`src/rtl/seg7_pkg.sv`:
```
// seg7_pkg: shared 7-segment definitions.
// Holds the digit and blank segment codes (bit0 = segment a .. bit6 = segment g,
// active-high), the monitor state enum and the "no digit" marker. The seg7
// encoder and the seg7_monitor both draw their codes from here.
package seg7_pkg;

  localparam logic [6:0] SEG_0     = 7'h3F;
  localparam logic [6:0] SEG_1     = 7'h06;
  localparam logic [6:0] SEG_2     = 7'h5B;
  localparam logic [6:0] SEG_3     = 7'h4F;
  localparam logic [6:0] SEG_4     = 7'h66;
  localparam logic [6:0] SEG_5     = 7'h6D;
  localparam logic [6:0] SEG_6     = 7'h7D;
  localparam logic [6:0] SEG_7     = 7'h07;
  localparam logic [6:0] SEG_8     = 7'h7F;
  localparam logic [6:0] SEG_9     = 7'h6F;
  localparam logic [6:0] SEG_BLANK = 7'h00;

  localparam logic [3:0] DIGIT_NONE = 4'hF;

  typedef enum logic {
    IDLE  = 1'b0,
    TRACK = 1'b1
  } state_t;

  // Decade successor: 9 wraps to 0.
  function automatic logic [3:0] next_digit(input logic [3:0] d);
    return (d == 4'd9) ? 4'd0 : d + 4'd1;
  endfunction

endpackage

```
`src/rtl/seg7_monitor_if.sv`:
```
// seg7_monitor_if: segment bus plus the monitor's result outputs.
//   ena, segments_in        : driven by the source side (master)
//   digit .. period_valid   : driven by the monitor (slave)
// PERIOD_W must match the PERIOD_W of the monitor attached to it.
interface seg7_monitor_if #(
  parameter int PERIOD_W = 24
);
  logic                ena;
  logic [6:0]          segments_in;
  logic [3:0]          digit;
  logic                digit_valid;
  logic                change_pulse;
  logic                seq_error;
  logic                bad_pattern;
  logic [7:0]          err_count;
  logic [PERIOD_W-1:0] period;
  logic                period_valid;

  modport master (
    output ena, segments_in,
    input  digit, digit_valid, change_pulse, seq_error, bad_pattern,
           err_count, period, period_valid
  );

  modport slave (
    input  ena, segments_in,
    output digit, digit_valid, change_pulse, seq_error, bad_pattern,
           err_count, period, period_valid
  );
endinterface

```
`src/rtl/seg7_decode.sv`:
```
// seg7_decode: combinational segment pattern -> digit decoder.
//   pattern  : 7-bit segment code (bit0 = a)
//   digit    : decoded 0..9, or DIGIT_NONE for blank/invalid
//   is_digit : pattern is one of the ten digit codes
//   is_blank : pattern is all segments off
module seg7_decode
  import seg7_pkg::*;
(
  input  logic [6:0] pattern,
  output logic [3:0] digit,
  output logic       is_digit,
  output logic       is_blank
);

  always_comb begin
    digit    = DIGIT_NONE;
    is_digit = 1'b1;
    is_blank = 1'b0;
    case (pattern)
      SEG_0: digit = 4'd0;
      SEG_1: digit = 4'd1;
      SEG_2: digit = 4'd2;
      SEG_3: digit = 4'd3;
      SEG_4: digit = 4'd4;
      SEG_5: digit = 4'd5;
      SEG_6: digit = 4'd6;
      SEG_7: digit = 4'd7;
      SEG_8: digit = 4'd8;
      SEG_9: digit = 4'd9;
      SEG_BLANK: begin
        is_digit = 1'b0;
        is_blank = 1'b1;
      end
      default: is_digit = 1'b0;
    endcase
  end

endmodule

```
`src/rtl/seg7_monitor.sv`:
```
// seg7_monitor: recovers the digit shown on a 7-segment bus, filters glitches,
// checks the 0..9 counting order, counts errors and measures change period.
//   clk, rst_n : clock, async active-low reset
//   bus.ena, bus.segments_in                 : inputs
//   bus.digit .. bus.period_valid            : registered results
//
// state | meaning
// IDLE  | no reference digit held (after reset, blank or invalid pattern)
// TRACK | a digit is held; next accepted digit is sequence-checked and timed
module seg7_monitor
  import seg7_pkg::*;
#(
  parameter int STABLE_CYCLES = 4,
  parameter int PERIOD_W      = 24
) (
  input logic           clk,
  input logic           rst_n,
  seg7_monitor_if.slave bus
);

  localparam logic [3:0] STABLE = 4'(STABLE_CYCLES);

  logic [6:0]          sync1_q, sync2_q;
  logic [6:0]          samp_q, samp_n;
  logic [3:0]          cnt_q, cnt_n, cnt_step;
  logic [6:0]          acc_q, acc_n;
  state_t              state_q, state_n;
  logic [3:0]          digit_q, digit_n;
  logic                valid_q, valid_n;
  logic                chg_q, chg_n;
  logic                seq_q, seq_n;
  logic                bad_q, bad_n;
  logic [7:0]          err_q, err_n;
  logic [PERIOD_W-1:0] pcnt_q, pcnt_n, pcnt_inc;
  logic [PERIOD_W-1:0] period_q, period_n;
  logic                pv_q, pv_n;

  logic [3:0]          dec_digit;
  logic                dec_is_digit, dec_is_blank;

  // The synchronizer free-runs so filtering resumes on fresh data after ena.
  always_ff @(posedge clk or negedge rst_n) begin
    if (!rst_n) begin
      sync1_q <= '0;
      sync2_q <= '0;
    end else begin
      sync1_q <= bus.segments_in;
      sync2_q <= sync1_q;
    end
  end

  seg7_decode u_decode (
    .pattern  (sync2_q),
    .digit    (dec_digit),
    .is_digit (dec_is_digit),
    .is_blank (dec_is_blank)
  );

  assign cnt_step = (sync2_q != samp_q) ? 4'd1 :
                    (cnt_q == STABLE)   ? cnt_q : cnt_q + 4'd1;
  assign pcnt_inc = (pcnt_q == '1) ? pcnt_q : pcnt_q + PERIOD_W'(1);

  always_comb begin
    samp_n   = samp_q;
    cnt_n    = cnt_q;
    acc_n    = acc_q;
    state_n  = state_q;
    digit_n  = digit_q;
    valid_n  = valid_q;
    chg_n    = 1'b0;
    seq_n    = 1'b0;
    bad_n    = 1'b0;
    err_n    = err_q;
    pcnt_n   = pcnt_q;
    period_n = period_q;
    pv_n     = pv_q;

    if (bus.ena) begin
      samp_n = sync2_q;
      cnt_n  = cnt_step;
      if (state_q == TRACK) pcnt_n = pcnt_inc;

      // Comparing against the last accepted pattern makes acceptance one-shot
      // and keeps a steady blank bus silent after reset.
      if (cnt_step == STABLE && sync2_q != acc_q) begin
        acc_n = sync2_q;
        if (dec_is_digit) begin
          chg_n   = 1'b1;
          digit_n = dec_digit;
          valid_n = 1'b1;
          state_n = TRACK;
          pcnt_n  = '0;
          if (state_q == TRACK) begin
            seq_n    = (dec_digit != next_digit(digit_q));
            // The acceptance cycle itself counts toward the interval.
            period_n = pcnt_inc;
            pv_n     = 1'b1;
          end
        end else begin
          digit_n = DIGIT_NONE;
          valid_n = 1'b0;
          state_n = IDLE;
          bad_n   = !dec_is_blank;
        end
        if ((seq_n || bad_n) && err_q != 8'hFF) err_n = err_q + 8'd1;
      end
    end
  end

  always_ff @(posedge clk or negedge rst_n) begin
    if (!rst_n) begin
      samp_q   <= '0;
      cnt_q    <= '0;
      acc_q    <= SEG_BLANK;
      state_q  <= IDLE;
      digit_q  <= DIGIT_NONE;
      valid_q  <= 1'b0;
      chg_q    <= 1'b0;
      seq_q    <= 1'b0;
      bad_q    <= 1'b0;
      err_q    <= '0;
      pcnt_q   <= '0;
      period_q <= '0;
      pv_q     <= 1'b0;
    end else begin
      samp_q   <= samp_n;
      cnt_q    <= cnt_n;
      acc_q    <= acc_n;
      state_q  <= state_n;
      digit_q  <= digit_n;
      valid_q  <= valid_n;
      chg_q    <= chg_n;
      seq_q    <= seq_n;
      bad_q    <= bad_n;
      err_q    <= err_n;
      pcnt_q   <= pcnt_n;
      period_q <= period_n;
      pv_q     <= pv_n;
    end
  end

  assign bus.digit        = digit_q;
  assign bus.digit_valid  = valid_q;
  assign bus.change_pulse = chg_q;
  assign bus.seq_error    = seq_q;
  assign bus.bad_pattern  = bad_q;
  assign bus.err_count    = err_q;
  assign bus.period       = period_q;
  assign bus.period_valid = pv_q;

endmodule

```
`src/flat_wrapper.sv`:
```
// flat-port wrapper written by rule: the top's interface ports become plain ports
module seg7_monitor_flat import seg7_pkg::*;
#(
  parameter int STABLE_CYCLES = 4,
  parameter int PERIOD_W      = 24
)
  (clk, rst_n, bus_ena, bus_segments_in, bus_digit, bus_digit_valid, bus_change_pulse, bus_seq_error, bus_bad_pattern, bus_err_count, bus_period, bus_period_valid);
  seg7_monitor_if #(.PERIOD_W(PERIOD_W)) bus_i ();
  input logic clk;
  input logic rst_n;
  input wire logic [$bits(bus_i.ena)-1:0] bus_ena;
  input wire logic [$bits(bus_i.segments_in)-1:0] bus_segments_in;
  output wire logic [$bits(bus_i.digit)-1:0] bus_digit;
  output wire logic [$bits(bus_i.digit_valid)-1:0] bus_digit_valid;
  output wire logic [$bits(bus_i.change_pulse)-1:0] bus_change_pulse;
  output wire logic [$bits(bus_i.seq_error)-1:0] bus_seq_error;
  output wire logic [$bits(bus_i.bad_pattern)-1:0] bus_bad_pattern;
  output wire logic [$bits(bus_i.err_count)-1:0] bus_err_count;
  output wire logic [$bits(bus_i.period)-1:0] bus_period;
  output wire logic [$bits(bus_i.period_valid)-1:0] bus_period_valid;
  assign bus_i.ena = bus_ena;
  assign bus_i.segments_in = bus_segments_in;
  assign bus_digit = bus_i.digit;
  assign bus_digit_valid = bus_i.digit_valid;
  assign bus_change_pulse = bus_i.change_pulse;
  assign bus_seq_error = bus_i.seq_error;
  assign bus_bad_pattern = bus_i.bad_pattern;
  assign bus_err_count = bus_i.err_count;
  assign bus_period = bus_i.period;
  assign bus_period_valid = bus_i.period_valid;
  seg7_monitor #(.STABLE_CYCLES(STABLE_CYCLES), .PERIOD_W(PERIOD_W)) u_core (.clk(clk), .rst_n(rst_n), .bus(bus_i));
endmodule
```
`config.mk`:
```
export PLATFORM = sky130hd
export DESIGN_NAME = seg7_monitor_flat
export DESIGN_NICKNAME = d
export VERILOG_FILES = /design/src/rtl/seg7_pkg.sv /design/src/rtl/seg7_monitor_if.sv /design/src/rtl/seg7_decode.sv /design/src/rtl/seg7_monitor.sv /design/src/flat_wrapper.sv
export SDC_FILE = /design/constraint.sdc
export NUM_CORES = 1
export LEC_CHECK = 0
export ABC_AREA = 1
export CAP_MARGIN = 20
export CORE_MARGIN = 1
export CORE_UTILIZATION = 56
export CTS_CLUSTER_DIAMETER = 150
export DETAILED_ROUTE_END_ITERATION = 7
export HOLD_SLACK_MARGIN = 0.02
export PLACE_DENSITY = 0.85
export SLEW_MARGIN = 30
export SYNTH_ARGS = -nofsm -noshare
export SYNTH_HDL_FRONTEND = slang
export SYNTH_SLANG_ARGS = --single-unit
```
`constraint.sdc`:
```
create_clock -name clk -period 2.45 [get_ports clk]
set_input_delay 0.6125 -clock clk [delete_from_list [all_inputs] [get_ports clk]]
set_output_delay 0.6125 -clock clk [all_outputs]
set_load 0.005 [all_outputs]
```
---- Word level (Yosys, flattened, before mapping) ----
Index checks and enable logic that the tools add are counted.
storage, ports and cells
  memories kept ........................... 0
  flip-flop bits (word level) ............. 97
  latch bits .............................. 0
  input bits .............................. 10
  logic and storage cells ................. 70
  bits in read-only memories .............. 0
  bits in writable memories ............... 0
cells by class
  add/sub/neg operators ................... 4
  mux-type cells .......................... 25
  multiply operators ...................... 0
  bitwise gates (word level) .............. 0
  equality and inequality tests ........... 18
  reduce and logical (&&, ||, !) cells .... 9
  divide/modulo/power cells ............... 0
  shifts and indexed selects .............. 0
  $lt $le $gt $ge ......................... 0
operators with widths
  kind                                            number
  two-way mux 24 bit                              4
  == test 7 bit (second input constant)           7
  one-hot mux 4 bit (10 select lines)             1
  adder 24 x 1 -> 24 bit (second input constant)  1
  == test 24 bit (second input constant)          1
  two-way mux 1 bit                               16
  two-way mux 4 bit                               4
  == test 7 x 3 -> 1 bit (second input constant)  2
  inequality test 7 bit                           2
  OR reduction 10 bit                             1
  adder 4 x 1 -> 4 bit (second input constant)    2
  adder 8 x 1 -> 8 bit (second input constant)    1
  == test 4 x 3 -> 1 bit (second input constant)  2
  inequality test 8 bit (second input constant)   1
  == test 7 x 6 -> 1 bit (second input constant)  1
  logical NOT 7 bit                               1
  == test 4 bit (second input constant)           1
  inequality test 4 bit                           1
  AND reduction 4 bit                             1
  AND reduction 3 bit                             1
  logical AND 1 bit                               2
  AND reduction 2 bit                             1
  logical NOT 1 bit                               1
  logical OR 1 bit                                1

---- Longest topological paths before layout ----
Gate-level depths: netlist of the first run.
  depth after elaboration ................. 10
  gate-level depth with buffers ........... 18
  mapped depth without buffers ............ 17

---- Modules after synthesis ----
From an unflattened synthesis of the first run, not the netlist that was laid out.
second synthesis, totals
  cell total of the unflattened synthesis .. 769
  area, all modules ....................... 5,635.4 µm²
by module, submodules not included
  module        sequential area each (µm²)  instances  cells an instance  area an instance (µm²)
  seg7_monitor  2,432.3                     1          713                5,361.4
  seg7_decode   0.0                         1          56                 274.0

---- Least setup slack after synthesis of the first run ----
No wires, ideal clock.
  path kind ............................... flip-flop to flip-flop
  from .................................... register u_core.cnt_q[0]
  to ...................................... register u_core.pcnt_q[15]
  library setup time ...................... 0.123 ns
  path buffers ............................ 1
  setup slack ............................. 0.458 ns
  stages on the path, launching flop included .. 14
  data arrival time ....................... 1.869 ns
  period minus slack after synthesis ...... 1.992 ns
  path through ............................ dfrtp_1 -> inv_1 -> ha_1 -> nand3_4 -> xor2_1 -> inv_1 -> nand3_1 -> a31oi_2 -> nand3_2 -> nand2_4 -> buf_6 -> nor2_1 -> o21ai_0 -> nand2_1
between the ends
  word-level cells in the longest chain between the ends .. 6
  elaborated cells between the ends (all ways) .. 7
  classes of those cells .................. add/sub (1); eq/ne (2); mux (3); reduce/logical (1)
ends and longest elaborated chain
  what                                                            line                 text
  start: declaration                                              seg7_monitor.sv:25   logic [3:0] cnt_q, cnt_n, cnt_step;
  start signal: assignment                                        seg7_monitor.sv:127  cnt_q <= cnt_n;
  adder 4 x 1 -> 4 bit or == test 4 x 3 -> 1 bit (tied branches)  seg7_monitor.sv:60   (cnt_q == STABLE) ? cnt_q : cnt_q + 4'd1;
  two-way mux 4 bit *                                             seg7_monitor.sv:60
  two-way mux 4 bit *                                             seg7_monitor.sv:59   assign cnt_step = (sync2_q != samp_q) ? 4'd1 :
  == test 4 x 3 -> 1 bit *                                        seg7_monitor.sv:85   if (cnt_step == STABLE && sync2_q != acc_q) begin
  logical AND 1 bit *                                             seg7_monitor.sv:85
  two-way mux 24 bit *                                            seg7_monitor.sv:85
  end signal: assignment                                          seg7_monitor.sv:136  pcnt_q <= pcnt_n;
  end: declaration                                                seg7_monitor.sv:34   logic [PERIOD_W-1:0] pcnt_q, pcnt_n, pcnt_inc;
Every way passes the cells marked *; elsewhere a longest branch is shown, timed or not.
A chain may end at the register's enable or synchronous reset.

---- Worst setup path in the final report of the first run ----
  from .................................... register u_core.cnt_q[0]
  to ...................................... register u_core.seq_q (netlist: u_core.bus.seq_error)
between the ends
  word-level cells in the longest chain between the ends .. 7
  elaborated cells between the ends (all ways) .. 8
  classes of those cells .................. add/sub (1); eq/ne (2); mux (4); reduce/logical (1)
ends and longest elaborated chain
  what                                                            line                 text
  adder 4 x 1 -> 4 bit or == test 4 x 3 -> 1 bit (tied branches)  seg7_monitor.sv:60
  two-way mux 4 bit *                                             seg7_monitor.sv:60
  two-way mux 4 bit *                                             seg7_monitor.sv:59
  == test 4 x 3 -> 1 bit *                                        seg7_monitor.sv:85
  logical AND 1 bit *                                             seg7_monitor.sv:85
  two-way mux 1 bit *                                             seg7_monitor.sv:85
  two-way mux 1 bit *                                             seg7_monitor.sv:78   if (bus.ena) begin
  named net u_core.seq_n                                          seg7_monitor.sv:31   logic seq_q, seq_n;
  end signal: assignment                                          seg7_monitor.sv:133  seq_q <= seq_n;
  end: declaration                                                seg7_monitor.sv:31
The timed path passes the listed nets; every way through them passes the cells marked *.

==> impl_metrics.json, run 1 <==
{
  "worstSetupPathType": "reg -> reg",
  "outcome": "finished clean",
  "rows": 35,
  "synth_most_common_cell": "nand2_1",
  "rsz0062_at_grt": "no",
  "cts_root_buf": "clkbuf_8",
  "areaGrowthSynthToFinish_pct": 16.5,
  "synthCells": 687,
  "worst_pin_slew_ns": 0.542,
  "fin_ws_ns": 0.166,
  "syn_avg_cell_area_um2": 7.75,
  "cp-end-kind": "flop",
  "track_usage_pct": 28.5,
  "synth_nets": 701,
  "routabilityCongestion": 0.916,
  "ir_drop_mv": 0.385,
  "drcViolationCount": 0,
  "nFillCells": 754,
  "crit_top_cell": "inv_1",
  "ys_seq_elements": 97,
  "start_util_pct": 57.6,
  "ys_top_cells_by_count": "224 x nand2_1, 93 x dfrtp_1, 64 x inv_1",
  "die_h_um": 99.5,
  "fmax_mhz": 438,
  "cts_tree": "built",
  "drive_above_1_share_pct": 11.1,
  "grt_pass1_vias": 4531,
  "cp_max_fo": 8,
  "synth_edf_count": 0,
  "crit_arrival_ns": 2.57,
  "drv_slew": 0,
  "port_buffers": 50,
  "leakage_nw": 2.95,
  "synth_area_leaders": "dfrtp_1 44%, nand2_1 16%, o21ai_0 4.5%, inv_1 4.5%, nand3_1 3.7%",
  "post-route-min-period_ns": 2.28,
  "drt_iter0_drc": 426,
  "critPathBufInv": 3,
  "die_w_um": 99.5,
  "antenna_found_initial": 0,
  "cap_violations": 0,
  "vias_per_cell": 5.56,
  "timing.final.crit_share_pct": 93.2,
  "crit_chain": "inv_1 -> ha_1 -> nand3_4 -> xor2_1 -> inv_1 -> nand3_1 -> a31oi_2 -> nand3_4 -> nor2_4 -> inv_1 -> nor3_1",
  "grt_pass1_wl_mm": 22.2,
  "postSynth.asyncResetShare_pct": 100,
  "place_inst": 855,
  "clockBufferDepth": 2,
  "hold_viol": 0,
  "tns_ns": 0,
  "final_antenna_net_count": 0,
  "vias": 4861,
  "grt_max_degree": 44,
  "critical_path.top_delay_family": "simple AND/OR/NAND/NOR gates",
  "h-tree-depth": 3,
  "cts.clk_slew.worst_paths_ns": 0.11,
  "io_pins": 51,
  "yosysSeqAreaShare_pct": 45.7,
  "worstPathRequired_ns": 2.74,
  "drt_wl_total_mm": 13.2,
  "place_ws_ns": 0.142,
  "max_stage_delay_ns": 0.44,
  "final_core_util_pct": 67.1,
  "hpwl_mm": 9.45,
  "ys.flop_type": "dfrtp_1",
  "clock-sinks": 97,
  "yosys.area.top_type_share_pct": 43.7,
  "crit_slowest_cell": "dfrtp_1",
  "grt_overflow": 0,
  "dr.pass1.iters": 6,
  "cellPowerDensity_nw_per_um2": 541,
  "synth_cell_type_count": 42,
  "wl_per_cell_um": 15.1,
  "yosys_warnings": 0,
  "slew_headroom_pct": 63.6,
  "synth_top_area_cell": "dfrtp_1",
  "clock_skew_ns": 0.0168,
  "final_cell_count_no_fill": 874,
  "startpoint_type": "flop",
  "die_area_um2": 9900,
  "cts-buffers-inserted": 9,
  "min_path_type": "in -> async",
  "core_um2": 9240,
  "hold_ws_ns": 0.219,
  "finalSetupViolCount": 0,
  "clock_latency_ns": 0.37,
  "nets": 754,
  "syn_area_um2": 5320,
  "diodes": 0
}
sequential cells by signal (all words and copies together), names as in the netlist, 7 cells and up:
name	cells
u_core.bus.period	24
u_core.acc_q	7
u_core.pcnt_q	24
u_core.sync1_q	7
u_core.samp_q	7
u_core.bus.err_count	8
u_core.sync2_q	7
final timing paths:
kind / cells after the start / from / end / slack [ns]
max: 11 / u_core.cnt_q[0] / u_core.bus.seq_error / 0.17
min: 1 / rst_n / u_core.samp_q[5] / 0.22
max reg2reg: 11 / u_core.cnt_q[0] / u_core.bus.seq_error / 0.17
min reg2reg: 0 / u_core.sync1_q[5] / u_core.sync2_q[5] / 0.36
max in group asynchronous: 2 / rst_n / u_core.bus.period[17] / 1.58
min in group clk: 0 / u_core.sync1_q[5] / u_core.sync2_q[5] / 0.36
layout by cell type, fill, tap and decap left out, drive strengths merged, types with 2 or more instances in the layout:
master	Yosys	layout
a21oi	20	20
a22o	2	2
a22oi	3	3
buf	11	17
clkbuf	13	9
clkdlybuf4s50	0	49
dfrtp	93	93
dfstp	4	4
ha	4	4
inv	70	75
nand2	235	235
nand3	44	44
nand3b	2	2
nand4	18	18
nor2	57	57
nor3	16	16
o2111ai	4	4
o211ai	2	2
o21ai	51	51
o22ai	5	5
or2	4	4
xnor2	10	10
xor2	12	12
worst reg2reg max path: cells and delay by family, from the launching register on:
family,cells,cell delay (ns)
fa+ha+maj,1,0.19
xor+xnor,1,0.17
simple gates,5,0.86
buf+inv,3,0.28
flops,1,0.44
compound gates,1,0.24
metal layers:
metal	part of all wire, %	routed length (um)	global-route usage [%]	up-vias
met3	7.2	949	6.47	19
met1	46	6100	40.1	2304
li1	-	-	-	2323
met5	0	0	0	-
met2	45	6010	44.5	215
met4	1.4	182	8.14	0
stage by stage:
stage,total power [W],cell area [um2]
6_report,0.00335,6200
2_1_floorplan,0.00214,5320
3_5_place_dp,0.00230,5950
3_3_place_gp,0.00229,5950
5_1_grt,0.00352,6200
4_1_cts,0.00335,6150
power by group:
group          switching, W  internal, W
clock network      0.000647     0.000410
logic              0.000318     0.000174
registers          0.000113      0.00169
cells by family (layout without fill, tap and decap cells):
| kind of cell | count (synthesis) | count (layout) | synth area share [%] |
|---|---|---|---|
| XOR/XNOR | 22 | 22 | 3.62 |
| AO/OA/AOI/OAI | 91 | 91 | 10.1 |
| flip-flops | 97 | 97 | 45.7 |
| AND/OR/NAND/NOR | 379 | 379 | 31.7 |
| adder cells (fa/ha/maj) | 4 | 4 | 0.940 |
| buffers and inverters | 94 | 152 | 7.87 |
final cells by class:
| class | instances | area, um2 | area share, % |
|---|---|---|---|
| multi-input combinational | 496 | 2500 | 40.3 |
| timing repair buffer | 66 | 643 | 10.4 |
| sequential | 97 | 2430 | 39.2 |
| clock inverter | 7 | 77.6 | 1.25 |
| tap | 129 | 161 | 2.60 |
| clock buffer | 9 | 124 | 2.00 |
| inverter | 70 | 265 | 4.28 |
what timing repair did:
item,in CTS,in global routing
gates resized for setup,0,9
hold buffers,0,0
setup endpoints to repair,0,35
setup buffers,0,3
Note: power is estimated with default switching activity, not from simulation.
==> inputs of run 2 (changes only) <==
--- a/config.mk
+++ b/config.mk
@@ -16,4 +16,5 @@
 export SLEW_MARGIN = 30
 export SYNTH_ARGS = -nofsm -noshare
 export SYNTH_HDL_FRONTEND = slang
+export SYNTH_HIERARCHICAL = 1
 export SYNTH_SLANG_ARGS = --single-unit
==> run 2 against run 1 <==
Total power grew 2.3%; synthesized area is 5.9% higher; synthesized cell count rose by 12%; wire length grew 1.4%; combinational power up 1%; clock power grew 8%; via count rose by 5.9%; design area is 6.6% higher; sequential power about the same.
==> impl_metrics.json, run 2 <==
{
  "outcome": "finished clean",
  "p_clk_share_pct": 33.5,
  "p_int_w": 0.00243,
  "power.total_w": 0.00343,
  "cp-end-kind": "flop",
  "drt_iter0_drc": 292,
  "io_pins": 51,
  "ys.flop_type": "dfrtp_1",
  "synth_cell_type_count": 35,
  "startpoint_type": "flop",
  "grt_pass1_wl_mm": 22.5,
  "leakage_nw": 3.33,
  "areaGrowthSynthToFinish_pct": 17.3,
  "max_stage_delay_ns": 0.49,
  "ys_top_cells_by_count": "257 x nand2_1, 93 x dfrtp_1, 79 x nor2_1",
  "layout_commonest_cell": "nand2_1",
  "syn_avg_cell_area_um2": 7.33,
  "track_usage_pct": 28.1,
  "yosys_warnings": 6,
  "worstSetupPathType": "reg -> reg",
  "cts_tree": "built",
  "ys_seq_elements": 97,
  "nets": 843,
  "grt_overflow": 0,
  "synth_area_leaders": "dfrtp_1 41%, nand2_1 17%, nor2_1 5.3%, inv_1 5.2%, nand3_1 3.6%",
  "hpwl_mm": 9.77,
  "synth_nets": 783,
  "start_util_pct": 57.7,
  "die_w_um": 102,
  "clock_skew_ns": 0.00984,
  "vias_per_cell": 5.32,
  "timing.final.crit_share_pct": 91.1,
  "crit_slowest_cell": "dfrtp_2",
  "synth_most_common_cell": "nand2_1",
  "die_h_um": 102,
  "fin_ws_ns": 0.217,
  "yosysSeqAreaShare_pct": 43.2,
  "hold_viol": 0,
  "wl_per_cell_um": 13.9,
  "cap_violations": 0,
  "cts_root_buf": "clkbuf_8",
  "drive_above_1_share_pct": 14.7,
  "cts.clk_slew.worst_paths_ns": 0.09,
  "power_frac_comb_pct": 14.5,
  "postCtsHoldBufs": 0,
  "min_path_type": "in -> async",
  "finalSetupViolCount": 0,
  "fmax_mhz": 448,
  "syn_area_um2": 5640,
  "r2r_slack_ns": 0.22,
  "worstPathRequired_ns": 2.71,
  "diodes": 0,
  "place_ws_ns": 0.122,
  "post-route-min-period_ns": 2.23,
  "yosys.area.top_type_share_pct": 41.3,
  "drcViolationCount": 0,
  "crit_top_cell": "nand2_1",
  "final_cell_mix": "256 x nand2_1, 86 x dfrtp_1, 78 x inv_1, 78 x nor2_1, 49 x clkdlybuf4s50_1",
  "rsz0062_at_grt": "no",
  "tns_ns": 0,
  "cellPowerDensity_nw_per_um2": 519,
  "cts-buffers-inserted": 9,
  "synthCells": 769,
  "crit_arrival_ns": 2.50,
  "clock-sinks": 97,
  "final_core_util_pct": 67.6,
  "core_um2": 9770,
  "postSynth.asyncResetShare_pct": 100,
  "dr.pass1.iters": 5,
  "switching_power_w": 0.000997,
  "final_antenna_net_count": 0,
  "drt_wl_total_mm": 13.4,
  "vias": 5146,
  "port_buffers": 50,
  "routabilityCongestion": 0.901,
  "antenna_found_initial": 0,
  "swShare_pct": 29.1,
  "seqPwrFrac_pct": 52.0,
  "cp_max_fo": 8,
  "crit_chain": "inv_2 -> nand2_2 -> nor2_2 -> nand2_2 -> nand2_2 -> nor2_4 -> nand2_4 -> nand2_1 -> inv_1 -> nand3_1 -> nand3_1 -> nor2_1 -> nand2_1 -> nand2_1 -> a21oi_1 -> nand2_2 -> nand2_1 -> nand2_1",
  "grt_pass1_vias": 4845,
  "ir_drop_mv": 0.296,
  "clockBufferDepth": 2,
  "rows": 36,
  "grt_max_degree": 49,
  "worst_pin_slew_ns": 0.440,
  "synth_edf_count": 0,
  "synth_top_area_cell": "dfrtp_1",
  "clock_latency_ns": 0.37,
  "die_area_um2": 10500,
  "slew_headroom_pct": 70.5,
  "h-tree-depth": 3,
  "drv_slew": 0
}
## run 2: stage by stage
stage / cells / area [um2] / hold slack, ns
2_1_floorplan: 769 / 5640 / 0.317
3_3_place_gp: 949 / 6360 / 0.333
3_5_place_dp: 949 / 6360 / 0.337
4_1_cts: 965 / 6580 / 0.168
5_1_grt: 967 / 6610 / 0.185
6_report: 967 / 6610 / 0.168
## run 2: final cells by class
| type | count | area, um2 |
|---|---|---|
| Inverter | 94 | 353 |
| Sequential cell | 97 | 2440 |
| Fill cell | 805 | 3160 |
| Clock buffer | 9 | 124 |
| Tap cell | 133 | 166 |
| Timing Repair Buffer | 71 | 706 |
| Clock inverter | 7 | 93.8 |
| Multi-Input combinational cell | 556 | 2730 |
## run 2: worst paths after layout
kind                                         from                      end  cells past startpoint
max in group asynchronous                   rst_n        u_core/sync2_q[3]                      2
min in group clk                u_core/sync1_q[5]        u_core/sync2_q[5]                      0
worst min register to register  u_core/sync1_q[5]        u_core/sync2_q[5]                      0
worst max-delay path            u_core/sync2_q[5]  u_core/bus.err_count[0]                     18
worst max register to register  u_core/sync2_q[5]  u_core/bus.err_count[0]                     18
worst min-delay path                        rst_n    u_core/bus.period[19]                      1
## run 2: cell families after synthesis
family                   synth area share, %
buffers and inverters                   8.55
adder cells (fa/ha/maj)                0.888
AO/OA/AOI/OAI                           6.71
XOR/XNOR                                4.97
AND/OR/NAND/NOR                         35.7
flip-flops                              43.2
## run 2: power by group through the flow
stage / logic (W) / registers (W) / clock network, W
after floorplan: 0.000345 / 0.00178 / 0
after global routing: 0.000567 / 0.00179 / 0.00123
after detailed placement: 0.000483 / 0.00181 / 0
after global placement: 0.000467 / 0.00180 / 0
after CTS: 0.000491 / 0.00178 / 0.00118
final: 0.000498 / 0.00178 / 0.00115
## run 2: worst max-delay path: cells and delay by family (launching register included)
kind	cells	cell delay (ns)
and+or+nand+nor	15	1.25
DFF	1	0.49
AOI/OAI and AO/OA	1	0.21
buffers and inverters	2	0.17
## run 2: repair_timing
item | in CTS | in global routing
hold endpoints to repair | 0 | 0
gates resized for setup | 0 | 9
setup buffers | 0 | 2
endpoints found under the setup margin | 0 | 10
## run 2: layer usage
metal	part of all wire, %	GRT usage (%)
met1	44	37.6
met2	48	45.9
met3	5.8	3.35
met4	2.2	13.2
met5	0	0
==> inputs of run 3 (changes only) <==
--- a/config.mk
+++ b/config.mk
@@ -6,9 +6,9 @@
 export NUM_CORES = 1
 export LEC_CHECK = 0
 export ABC_AREA = 1
-export CAP_MARGIN = 20
 export CORE_MARGIN = 1
 export CORE_UTILIZATION = 56
+export CTS_BUF_LIST = sky130_fd_sc_hd__clkbuf_4 sky130_fd_sc_hd__clkbuf_8
 export CTS_CLUSTER_DIAMETER = 150
 export DETAILED_ROUTE_END_ITERATION = 7
 export HOLD_SLACK_MARGIN = 0.02
==> results of run 3 <==
No change in the layout: final DEF, timing and power equal those of run 2.
